`config.mk`:
```
export PLATFORM = sky130hd
export DESIGN_NAME = decode_scheduler
export DESIGN_NICKNAME = d
export VERILOG_FILES = /design/src/rtl/decode_pkg.sv /design/src/rtl/stage_watchdog.sv /design/src/rtl/decode_scheduler.sv
export SDC_FILE = /design/constraint.sdc
export NUM_CORES = 1
export LEC_CHECK = 0
export CAP_MARGIN = 10
export CORE_MARGIN = 3
export CORE_UTILIZATION = 50
export DETAILED_ROUTE_END_ITERATION = 7
export DONT_BUFFER_PORTS = 1
export GPL_ROUTABILITY_DRIVEN = 0
export GPL_TIMING_DRIVEN = 0
export PLACE_DENSITY = 0.76
export SETUP_SLACK_MARGIN = 0.4
export SKIP_CTS_REPAIR_TIMING = 1
export SLEW_MARGIN = 30
export SYNTH_ARGS = -nofsm -noshare
export SYNTH_HDL_FRONTEND = slang
export SYNTH_HIERARCHICAL = 1
export SYNTH_SLANG_ARGS = --single-unit
```
`constraint.sdc`:
```
create_clock -name i_clk -period 4.2 [get_ports i_clk]
set_clock_uncertainty 0.05 [all_clocks]
set_input_delay 0.84 -clock i_clk [delete_from_list [all_inputs] [get_ports i_clk]]
set_output_delay 0.84 -clock i_clk [all_outputs]
set_load 0.01 [all_outputs]
```
`src/rtl/decode_pkg.sv`:
```
// Shared constants and types for the BCH decode scheduler.
package decode_pkg;

  localparam logic [2:0] S_IDLE  = 3'd0;
  localparam logic [2:0] S_SYND  = 3'd1;
  localparam logic [2:0] S_BM    = 3'd2;
  localparam logic [2:0] S_CHIEN = 3'd3;
  localparam logic [2:0] S_NEXT  = 3'd4;
  localparam logic [2:0] S_DONE  = 3'd5;

  typedef enum logic [2:0] {
    ST_IDLE  = S_IDLE,
    ST_SYND  = S_SYND,
    ST_BM    = S_BM,
    ST_CHIEN = S_CHIEN,
    ST_NEXT  = S_NEXT,
    ST_DONE  = S_DONE
  } state_t;

  localparam logic [2:0] TP_NONE  = 3'd0;
  localparam logic [2:0] TP_MAX   = 3'd4;
  localparam logic [2:0] ERR_NONE = 3'd7;

  localparam logic MODE_HARD = 1'b0;
  localparam logic MODE_SOFT = 1'b1;

  localparam logic [1:0] CODE_T4 = 2'b10;

  typedef struct packed {
    logic       valid;
    logic [2:0] err;
    logic [2:0] tp;
  } best_t;

  localparam best_t BEST_CLEAR = '{valid: 1'b0, err: ERR_NONE, tp: TP_NONE};

  // Strict less-than keeps the earlier (lower-index) pattern on ties.
  function automatic logic is_better(input best_t b, input logic ok, input logic [2:0] err);
    return ok && (err < b.err);
  endfunction

endpackage

```
`src/rtl/stage_watchdog.sv`:
```
// Per-stage response watchdog: flags expiry on the (2^TO_W-1)th consecutive enabled cycle.
module stage_watchdog #(
  parameter int TO_W = 10
) (
  input  logic i_clk,
  input  logic i_clr,
  input  logic i_en,
  output logic o_expire
);

  localparam logic [TO_W-1:0] LAST = TO_W'((1 << TO_W) - 2);

  logic [TO_W-1:0] r_cnt;

  always_ff @(posedge i_clk) begin
    if (i_clr) begin
      r_cnt <= '0;
    end else if (i_en) begin
      r_cnt <= r_cnt + TO_W'(1);
    end
  end

  assign o_expire = i_en && (r_cnt == LAST);

endmodule

```
`src/rtl/decode_scheduler.sv`:
```
// Sequencer for one BCH decode job: syndrome, early stop, BM/Chien passes and best-pattern selection.
module decode_scheduler
  import decode_pkg::*;
#(
  parameter int TO_W   = 10,
  parameter int NUM_TP = 4
) (
  input  logic       i_clk,
  input  logic       i_rst,
  input  logic       i_start,
  input  logic       i_mode,
  input  logic [1:0] i_code,
  output logic       o_busy,
  output logic [1:0] o_code,
  output logic       o_mode,
  output logic       o_synd_start,
  input  logic       i_es_pulse,
  input  logic [2:0] i_es_tp,
  input  logic       i_synd_done,
  output logic       o_bm_start,
  output logic [2:0] o_tp_idx,
  input  logic       i_bm_done,
  output logic       o_chien_start,
  input  logic       i_chien_done,
  input  logic       i_chien_ok,
  input  logic [2:0] i_err_cnt,
  output logic       o_done,
  output logic [2:0] o_sel_tp,
  output logic [2:0] o_sel_err,
  output logic       o_fail,
  output logic       o_timeout
);

  state_t     r_state;
  best_t      r_best;
  logic       r_busy;
  logic [1:0] r_code;
  logic       r_mode;
  logic       r_synd_start;
  logic       r_bm_start;
  logic       r_chien_start;
  logic [2:0] r_tp_idx;
  logic       r_done;
  logic [2:0] r_sel_tp;
  logic [2:0] r_sel_err;
  logic       r_fail;
  logic       r_timeout;

  logic w_counting;
  logic w_resp;
  logic w_wd_clr;
  logic w_expire;

  assign w_counting = (r_state == ST_SYND) || (r_state == ST_BM) || (r_state == ST_CHIEN);
  assign w_resp     = ((r_state == ST_SYND)  && (i_es_pulse || i_synd_done)) ||
                      ((r_state == ST_BM)    && i_bm_done) ||
                      ((r_state == ST_CHIEN) && i_chien_done);
  // Any response ends the stage, so the count restarts for the next one.
  assign w_wd_clr   = i_rst || !w_counting || w_resp;

  stage_watchdog #(.TO_W(TO_W)) u_watchdog (
    .i_clk    (i_clk),
    .i_clr    (w_wd_clr),
    .i_en     (w_counting),
    .o_expire (w_expire)
  );

  always_ff @(posedge i_clk) begin
    if (i_rst) begin
      r_state       <= ST_IDLE;
      r_best        <= BEST_CLEAR;
      r_busy        <= 1'b0;
      r_code        <= 2'b00;
      r_mode        <= MODE_HARD;
      r_synd_start  <= 1'b0;
      r_bm_start    <= 1'b0;
      r_chien_start <= 1'b0;
      r_tp_idx      <= TP_NONE;
      r_done        <= 1'b0;
      r_sel_tp      <= TP_NONE;
      r_sel_err     <= 3'd0;
      r_fail        <= 1'b0;
      r_timeout     <= 1'b0;
    end else begin
      r_synd_start  <= 1'b0;
      r_bm_start    <= 1'b0;
      r_chien_start <= 1'b0;
      r_done        <= 1'b0;
      case (r_state)
        ST_IDLE: begin
          r_busy <= 1'b0;
          // r_busy is still high during the o_done cycle, which blocks a start there.
          if (i_start && !r_busy) begin
            r_busy       <= 1'b1;
            r_mode       <= i_mode;
            r_code       <= i_code;
            r_best       <= BEST_CLEAR;
            r_fail       <= 1'b0;
            r_timeout    <= 1'b0;
            r_synd_start <= 1'b1;
            r_state      <= ST_SYND;
          end
        end
        ST_SYND: begin
          if (i_es_pulse) begin
            r_sel_tp  <= i_es_tp;
            r_sel_err <= 3'd0;
            r_fail    <= 1'b0;
            r_state   <= ST_DONE;
          end else if (i_synd_done) begin
            r_tp_idx   <= 3'd1;
            r_bm_start <= 1'b1;
            r_state    <= ST_BM;
          end
        end
        ST_BM: begin
          if (i_bm_done) begin
            r_chien_start <= 1'b1;
            r_state       <= ST_CHIEN;
          end
        end
        ST_CHIEN: begin
          if (i_chien_done) begin
            if (is_better(r_best, i_chien_ok, i_err_cnt)) begin
              r_best <= '{valid: 1'b1, err: i_err_cnt, tp: r_tp_idx};
            end
            r_state <= ST_NEXT;
          end
        end
        ST_NEXT: begin
          if ((r_mode == MODE_SOFT) && (r_tp_idx < TP_MAX)) begin
            r_tp_idx   <= r_tp_idx + 3'd1;
            r_bm_start <= 1'b1;
            r_state    <= ST_BM;
          end else begin
            r_sel_tp  <= r_best.tp;
            r_sel_err <= r_best.err;
            r_fail    <= !r_best.valid;
            r_state   <= ST_DONE;
          end
        end
        ST_DONE: begin
          r_done   <= 1'b1;
          r_tp_idx <= TP_NONE;
          r_state  <= ST_IDLE;
        end
        default: r_state <= ST_IDLE;
      endcase
      // Expiry only fires without a response; the later assignments override the stage's hold.
      if (w_expire && !w_resp) begin
        r_fail    <= 1'b1;
        r_timeout <= 1'b1;
        r_sel_tp  <= TP_NONE;
        r_sel_err <= ERR_NONE;
        r_state   <= ST_DONE;
      end
    end
  end

  always_ff @(posedge i_clk) begin
    if (!i_rst && (r_state == ST_NEXT)) begin
      assert (r_tp_idx <= 3'(NUM_TP));
    end
  end

  assign o_busy        = r_busy;
  assign o_code        = r_code;
  assign o_mode        = r_mode;
  assign o_synd_start  = r_synd_start;
  assign o_bm_start    = r_bm_start;
  assign o_chien_start = r_chien_start;
  assign o_tp_idx      = r_tp_idx;
  assign o_done        = r_done;
  assign o_sel_tp      = r_sel_tp;
  assign o_sel_err     = r_sel_err;
  assign o_fail        = r_fail;
  assign o_timeout     = r_timeout;

endmodule
```
==> qor.csv, run 1 <==
stage,metric,value,unit
yosys,Async SR Flop Fraction,0,%
setup_path,Worst R2R End,r_state[0],
final_layout,Filler cells,305,
power,worst voltage drop across the vdd grid,0.303,mV
drt,final wirelength,3.93,mm
setup_path,worst setup slack for register-to-register paths,1980,ps
grt,number of antenna violations at the first check in global routing,0,
floorplan,Rows,21,
place,Final HPWL DP,2.89,mm
setup_path,crit path max fanout,10,
place,number of buffers inserted by port buffering,0,
final_layout,Final #Nets,236,
setup_path,Critical Path Sink,r_state[0],
yosys,post-synthesis register bit count,39,
floorplan,floorplan die area,0.00444,mm2
yosys,post-synth top area share,42.5,%
timing,Max-Slew Margin vs Limit,65.1,%
timing,final setup margin,1980,ps
floorplan,Horiz. Die Dim,66.6,um
timing,number of pins exceeding their max-slew limit in the final report,0,
timing,worst slew pin tran,523,ps
floorplan,initial standard-cell utilization of the core,53.4,%
timing,shortest period the worst path allows,2220,ps
setup_path,crit path launch,r_state[2],
clock_network,insertion delay to the later sink of the worst-skew pair,290,ps
drt,DRT met1 WL,1.66,mm
place,placement-stage worst setup slack,2010,ps
grt,via count of the first global-routing pass,1438,
setup_path,worst-case reg-to-reg path depth,9,
yosys,"Cell Area, Synth",0.00184,mm2
yosys,portion of the post-synthesis area used by sequential elements,42.5,%
worst_hold_path,type of the tightest min-delay check,flop to flop,
clock_network,number of buffers created by CTS,5,
timing,number of endpoints failing setup at the final stage,0,
yosys,dominant cell by count in the synthesized netlist,dfxtp_1,
drt,vias post-DR,1508,
clock_network,clock-pin slew reported for the worst setup and hold paths after clock tree synthesis,80,ps
floorplan,I/O Pins,36,
drt,number of DRC violations after detailed-routing iteration 0,44,
yosys,post-synthesis area per instance,8.88,um2
setup_path,critical path launch point type,flop,
clock_network,"buffers from clock root to sink, at most",2,
timing,unrepaired setup endpoints after global routing,no,
power,sequential share of power,43.4,%
yosys,leading post-synthesis cells by cell area,"dfxtp_1 (42%), a21oi_1 (4.9%), nor2_1 (3.7%), ha_1 (3.4%), nand2_1 (2.9%)",
floorplan,overall die height,66.6,um
clock_network,CTS sink cnt,39,
power,power per unit of standard cell area,534,mW/mm2
yosys,commonest cells in the synthesized netlist,"dfxtp_1 (39), a21oi_1 (18), nor2_1 (18)",
yosys,count of yosys warnings during synthesis,6,
grt,overall routing resource usage,20.4,%
setup_path,RR Startpoint,r_state[2],
yosys,post-synthesis net count,229,
timing,Final Hold Fails,0,
drt,detailed-route DRC error count,0,
yosys,most area-hungry cell type in the Yosys netlist,dfxtp_1,
drt,Detail Route met2 WL,1.89,mm
drt,via density per instance,5.78,
job,number of violations of the max-capacitance limit,0,
floorplan,floorplan core area,0.00344,mm2
yosys,Most used DFF post-synth,dfxtp_1,
power,leakage dissipation,0.729,nW
setup_path,kind of critical path,flop to flop,
drt,number of iterations in the first detailed-routing pass,4,
grt,overall overflow remaining after global route,0,
timing,top achievable clock speed,451,MHz
power,clock network fraction of design power,23.0,%
setup_path,largest incremental delay on the critical path,350,ps
power,power share of the combinational group,33.5,%
final_layout,share of layout cells above drive strength 1,12.6,%
final_layout,number of diodes added for antenna fixing,0,
power,net switching fraction of the power,37.3,%
drt,Post-DRT Antenna Nets,0,
final_layout,synthesis-to-finish area growth,7.69,%
drt,highest routed metal layer,met4,
timing,final clock period utilization by the worst path,52.8,%
drt,met3 wirelength from detailed routing,281,um
timing,Setup Total Neg Slack,0,ps
clock_network,CTS tree,built,
clock_network,CTS H-tree lvls,2,
clock_network,CTS root buf,clkbuf_8,
setup_path,Critical Path Slowest Stage Cell,nor3_1,
yosys,number of distinct library cells after synthesis,52,
setup_path,endpoint arrival time on the critical path,2410,ps
place,Cells after DPL,253,
final_layout,final non-filler cell total,261,
power,switching power of the nets,0.394,mW
setup_path,cells traversed along the worst timing path,buf_2 > clkbuf_1 > nor2_1 > buf_4 > nand3_2 > nor3_1 > nand3_4 > a31oi_1 > o31a_1,
power,internal power,0.663,mW
final_layout,"Design Area, Final",0.00198,mm2
yosys,instance count of the mapped netlist,207,
yosys,number of enable flip-flop cells after synthesis,0,
setup_path,required time at the endpoint of the critical path,4400,ps
drt,DR WL/cell,15.1,um
grt,first-pass GRT wire length,6.82,mm
setup_path,Setup crit end kind,flop,
place,instance area after placement,0.00190,mm2
run_status,run status,finished clean,
grt,pin count of the biggest net entering global routing,13,
==> layout by cell type (no fill, tap or decap), drive strengths merged, types with 6 or more instances in the layout <==
| master | netlist | routed |
|---|---|---|
| a21oi | 19 | 19 |
| a31oi | 6 | 6 |
| buf | 6 | 6 |
| clkbuf | 5 | 10 |
| dfxtp | 39 | 39 |
| inv | 7 | 7 |
| nand2 | 14 | 14 |
| nand2b | 7 | 7 |
| nand3 | 8 | 8 |
| nor2 | 19 | 19 |
| nor3 | 8 | 8 |
| o21ai | 8 | 8 |
==> kinds of logic (layout without fill, tap and decap cells) <==
group	count (synthesis)	in the layout	synth area share [%]
buf+inv	18	26	4.36
fa+ha+maj	5	5	3.40
simple gates	82	82	25.1
xor+xnor	4	4	1.91
compound gates	54	54	20.0
flops	39	39	42.5
mux	5	5	2.72
==> power groups by stage <==
stage / logic, mW / clock network [mW] / registers, mW
after floorplan: 0.290 / 0 / 0.458
after global placement: 0.348 / 0 / 0.467
after detailed placement: 0.352 / 0 / 0.468
after CTS: 0.354 / 0.250 / 0.460
after global routing: 0.398 / 0.269 / 0.465
final: 0.354 / 0.243 / 0.459
==> per-stage QoR <==
step / util, % / hold WS, ps / total power [mW]
after floorplan: - / 388 / 0.748
after global placement: 55.1 / 402 / 0.814
after detailed placement: 55.1 / 417 / 0.820
after CTS: 57.5 / 428 / 1.06
after global routing: 57.5 / 451 / 1.13
final: 57.5 / 427 / 1.06
==> worst max-delay path, delay by kind of cell (launching register included) <==
| kind | cells | cell delay (ps) |
|---|---|---|
| compound gates | 2 | 370 |
| buf+inv | 3 | 580 |
| flops | 1 | 290 |
| simple gates | 4 | 890 |
==> layer usage <==
layer,track usage [%],vias to the layer above
met4,10.4,0
li1,-,762
met2,31.8,44
met3,7.59,11
met1,24.4,691
met5,0,-
==> cell type report <==
type                            count  area (um2)  area share (%)
Multi-Input combinational cell    150         977            49.4
Sequential cell                    39         781            39.4
Clock buffer                        5        68.8            3.48
Tap cell                           46        57.6            2.91
Buffer                             11        53.8            2.72
Inverter                            7        26.3            1.33
Clock inverter                      3        15.0           0.759
==> state kept, by name (all words and copies together) (netlist names), 2 cells and up <==
name	flops
o_code	2
o_sel_err	3
o_sel_tp	3
o_tp_idx	3
r_best	7
r_state	3
u_watchdog/r_cnt	10
==> how the worst min path moves through the flow <==
stage	from	end	slack [ps]	cells past startpoint
after floorplan	r_best[3]	r_best[3]	390	2
after global placement	r_best[3]	r_best[3]	400	2
after detailed placement	r_best[0]	r_best[0]	420	1
after CTS	r_best[3]	r_best[3]	430	2
after global routing	r_best[4]	r_best[4]	450	2
final	r_best[3]	r_best[3]	430	2
Note: power is estimated with default switching activity, not from simulation.
==> inputs of run 2 (changes only) <==
==> constraint.sdc (replaced) <==
create_clock -name i_clk -period 2.1 [get_ports i_clk]
set_clock_uncertainty 0.05 [all_clocks]
set_input_delay 0.42 -clock i_clk [delete_from_list [all_inputs] [get_ports i_clk]]
set_output_delay 0.42 -clock i_clk [all_outputs]
set_load 0.01 [all_outputs]
==> run 2 against run 1 <==
- global-route usage is 0.40 points lower
- sequential power is 100% higher
- combinational power grew to 2.6 times the previous value
- count of clock-buffer cells in the layout increased by 2
- maximum frequency increased by 29%
- via count increased by 4.8%
- worst setup slack worse by 1600 ps
- sequential share of layout area down 3.8 points
- critical path type unchanged
- largest power group unchanged
==> qor.csv, run 2 (synthesized netlist as in run 1, its figures left out) <==
stage,metric,value,unit,change
setup_path,worst-case reg-to-reg path depth,9,,unchanged
worst_hold_path,worst hold path depth,2,,unchanged
place,Cells after DPL,253,,unchanged
setup_path,Setup crit end kind,flop,,
drt,final wirelength,4.19,mm,+6.6%
setup_path,worst setup slack for register-to-register paths,390,ps,-1600 ps
timing,top achievable clock speed,584,MHz,+29%
final_layout,"top library cells by usage in the layout, fill and taps aside","dfxtp_1 (36), nor2_1 (17), nand2_1 (14), a21oi_1 (14), buf_4 (10)",,
floorplan,floorplan core area,0.00344,mm2,unchanged
place,placement-stage worst setup slack,235,ps,-1770 ps
final_layout,number of diodes added for antenna fixing,0,,unchanged
floorplan,floorplan die area,0.00444,mm2,unchanged
final_layout,synthesis-to-finish area growth,20.1,%,
final_layout,"Design Area, Final",0.00221,mm2,+12%
timing,number of endpoints failing setup at the final stage,0,,unchanged
drt,number of iterations in the first detailed-routing pass,4,,unchanged
final_layout,share of layout cells above drive strength 1,23.2,%,+11 points
timing,final setup margin,387,ps,-1600 ps
place,Final HPWL DP,2.86,mm,-0.81%
setup_path,Worst R2R End,r_state[0],,
clock_network,CTS tree,built,,
drt,DR WL/cell,15.3,um,+1.6%
place,instance area after placement,0.00192,mm2,+1.1%
timing,shortest period the worst path allows,1710,ps,-505 ps
final_layout,final non-filler cell total,274,,+5.0%
clock_network,insertion delay to the later sink of the worst-skew pair,280,ps,about the same
power,total power draw,2.32,mW,+120%
grt,pin count of the biggest net entering global routing,12,,-1
drt,number of DRC violations after detailed-routing iteration 0,42,,-4.5%
timing,final clock period utilization by the worst path,81.6,%,+29 points
clock_network,CTS sink cnt,39,,unchanged
clock_network,number of buffers created by CTS,5,,unchanged
timing,worst slew pin tran,514,ps,-8.84 ps
timing,number of pins exceeding their max-slew limit in the final report,0,,unchanged
grt,overall routing resource usage,20.0,%,-0.40 points
timing,Hold Slack,214,ps,-213 ps
final_layout,Final #Nets,249,,+5.5%
floorplan,I/O Pins,36,,unchanged
floorplan,overall die height,66.6,um,unchanged
worst_hold_path,Hold Crit Endpoint,o_code[1],,
clock_network,clock-pin slew reported for the worst setup and hold paths after clock tree synthesis,70,ps,about the same
timing,Setup Total Neg Slack,0,ps,unchanged
final_layout,register containing the most flip-flops in the final layout,u_watchdog/r_cnt,,
timing,Final Hold Fails,0,,unchanged
floorplan,Rows,21,,unchanged
grt,first-pass GRT wire length,6.72,mm,-1.5%
worst_hold_path,type of the tightest min-delay check,input port to flop,,
timing,unrepaired setup endpoints after global routing,yes,,
drt,detailed-route DRC error count,0,,unchanged
final_layout,Util after Layout,64.2,%,+6.7 points
drt,Post-DRT Antenna Nets,0,,unchanged
grt,number of antenna violations at the first check in global routing,0,,unchanged
final_layout,number of flip-flops under the largest register name,10,,unchanged
setup_path,kind of critical path,flop to flop,,
floorplan,initial standard-cell utilization of the core,53.4,%,unchanged
power,leakage dissipation,0.836,nW,+15%
final_layout,biggest regs,"u_watchdog/r_cnt: 10 flops, r_best: 7 flops",,
setup_path,required time at the endpoint of the critical path,2270,ps,-2130 ps
setup_path,critical path launch point type,flop,,
final_layout,"most common cell after layout, fill and taps aside",dfxtp_1,,
clock_network,CTS H-tree lvls,2,,unchanged
grt,overall overflow remaining after global route,0,,unchanged
worst_hold_path,min-delay src,i_code[1],,
job,number of violations of the max-capacitance limit,0,,unchanged
run_status,run status,finished clean,,
clock_network,CTS root buf,clkbuf_8,,
power,worst voltage drop across the vdd grid,0.604,mV,+99%
power,power per unit of standard cell area,1050,mW/mm2,+97%
clock_network,"buffers from clock root to sink, at most",2,,unchanged
timing,Max-Slew Margin vs Limit,65.7,%,+0.59 points
setup_path,RR Startpoint,r_state[2],,
place,number of buffers inserted by port buffering,0,,unchanged
drt,via density per instance,5.77,,-0.13%
setup_path,endpoint arrival time on the critical path,1890,ps,-520 ps
drt,vias post-DR,1581,,+4.8%
grt,via count of the first global-routing pass,1449,,+0.76%
floorplan,Horiz. Die Dim,66.6,um,unchanged
setup_path,crit path max fanout,10,,unchanged
==> run 2: cell count changes in the layout (fill, tap and decap cells not counted), moves of 3 or more <==
cell	change
buf_4	+8
a21oi_1	-4
dfxtp_1	-3
buf_6	+6
a21oi_2	+3
==> run 2: how the worst max path moves through the flow <==
stage	slack [ps]	end	start
6_report	390	r_state[0]	r_state[2]
5_1_grt	330	r_state[0]	r_state[0]
4_1_cts	210	r_state[0]	r_state[0]
3_5_place_dp	240	r_state[0]	r_state[2]
3_3_place_gp	240	r_state[0]	r_state[0]
2_1_floorplan	420	u_watchdog/r_cnt[9]	r_state[2]
==> run 2: worst max-delay path, cell delays in order, from the launching register on <==
cell     delay, ps
dfxtp_2        320
buf_6          130
buf_8          120
nor2_4          80
buf_6          130
nand3_4        100
nor3_4         220
nand3_4        160
a31oi_2        170
o31a_1         160
==> run 2: power by group <==
part           total (mW)  internal (mW)  leakage [nW]  switching, mW
clock               0.476          0.233        0.0422          0.243
sequential          0.928          0.833         0.318         0.0957
combinational       0.921          0.412         0.476          0.509
total                2.32           1.48         0.836          0.847
==> run 2: cell type report <==
type | count | area [um2]
fillers | 283 | 1230
multi-input cells | 150 | 1060
flip-flops and latches | 39 | 787
repair buffers | 13 | 106
plain buffers | 11 | 92.6
clock buffers | 7 | 76.3
well taps | 46 | 57.6
inverters | 7 | 26.3
clock inverters | 1 | 5.00
==> run 2: metal layers <==
layer | share of wire (%) | vias to the layer above | track usage [%]
li1 | - | 792 | -
met1 | 43 | 742 | 24.3
met4 | 1.9 | 0 | 6.60
met2 | 50 | 39 | 33.2
met3 | 5.2 | 8 | 6.58
met5 | 0 | - | 0
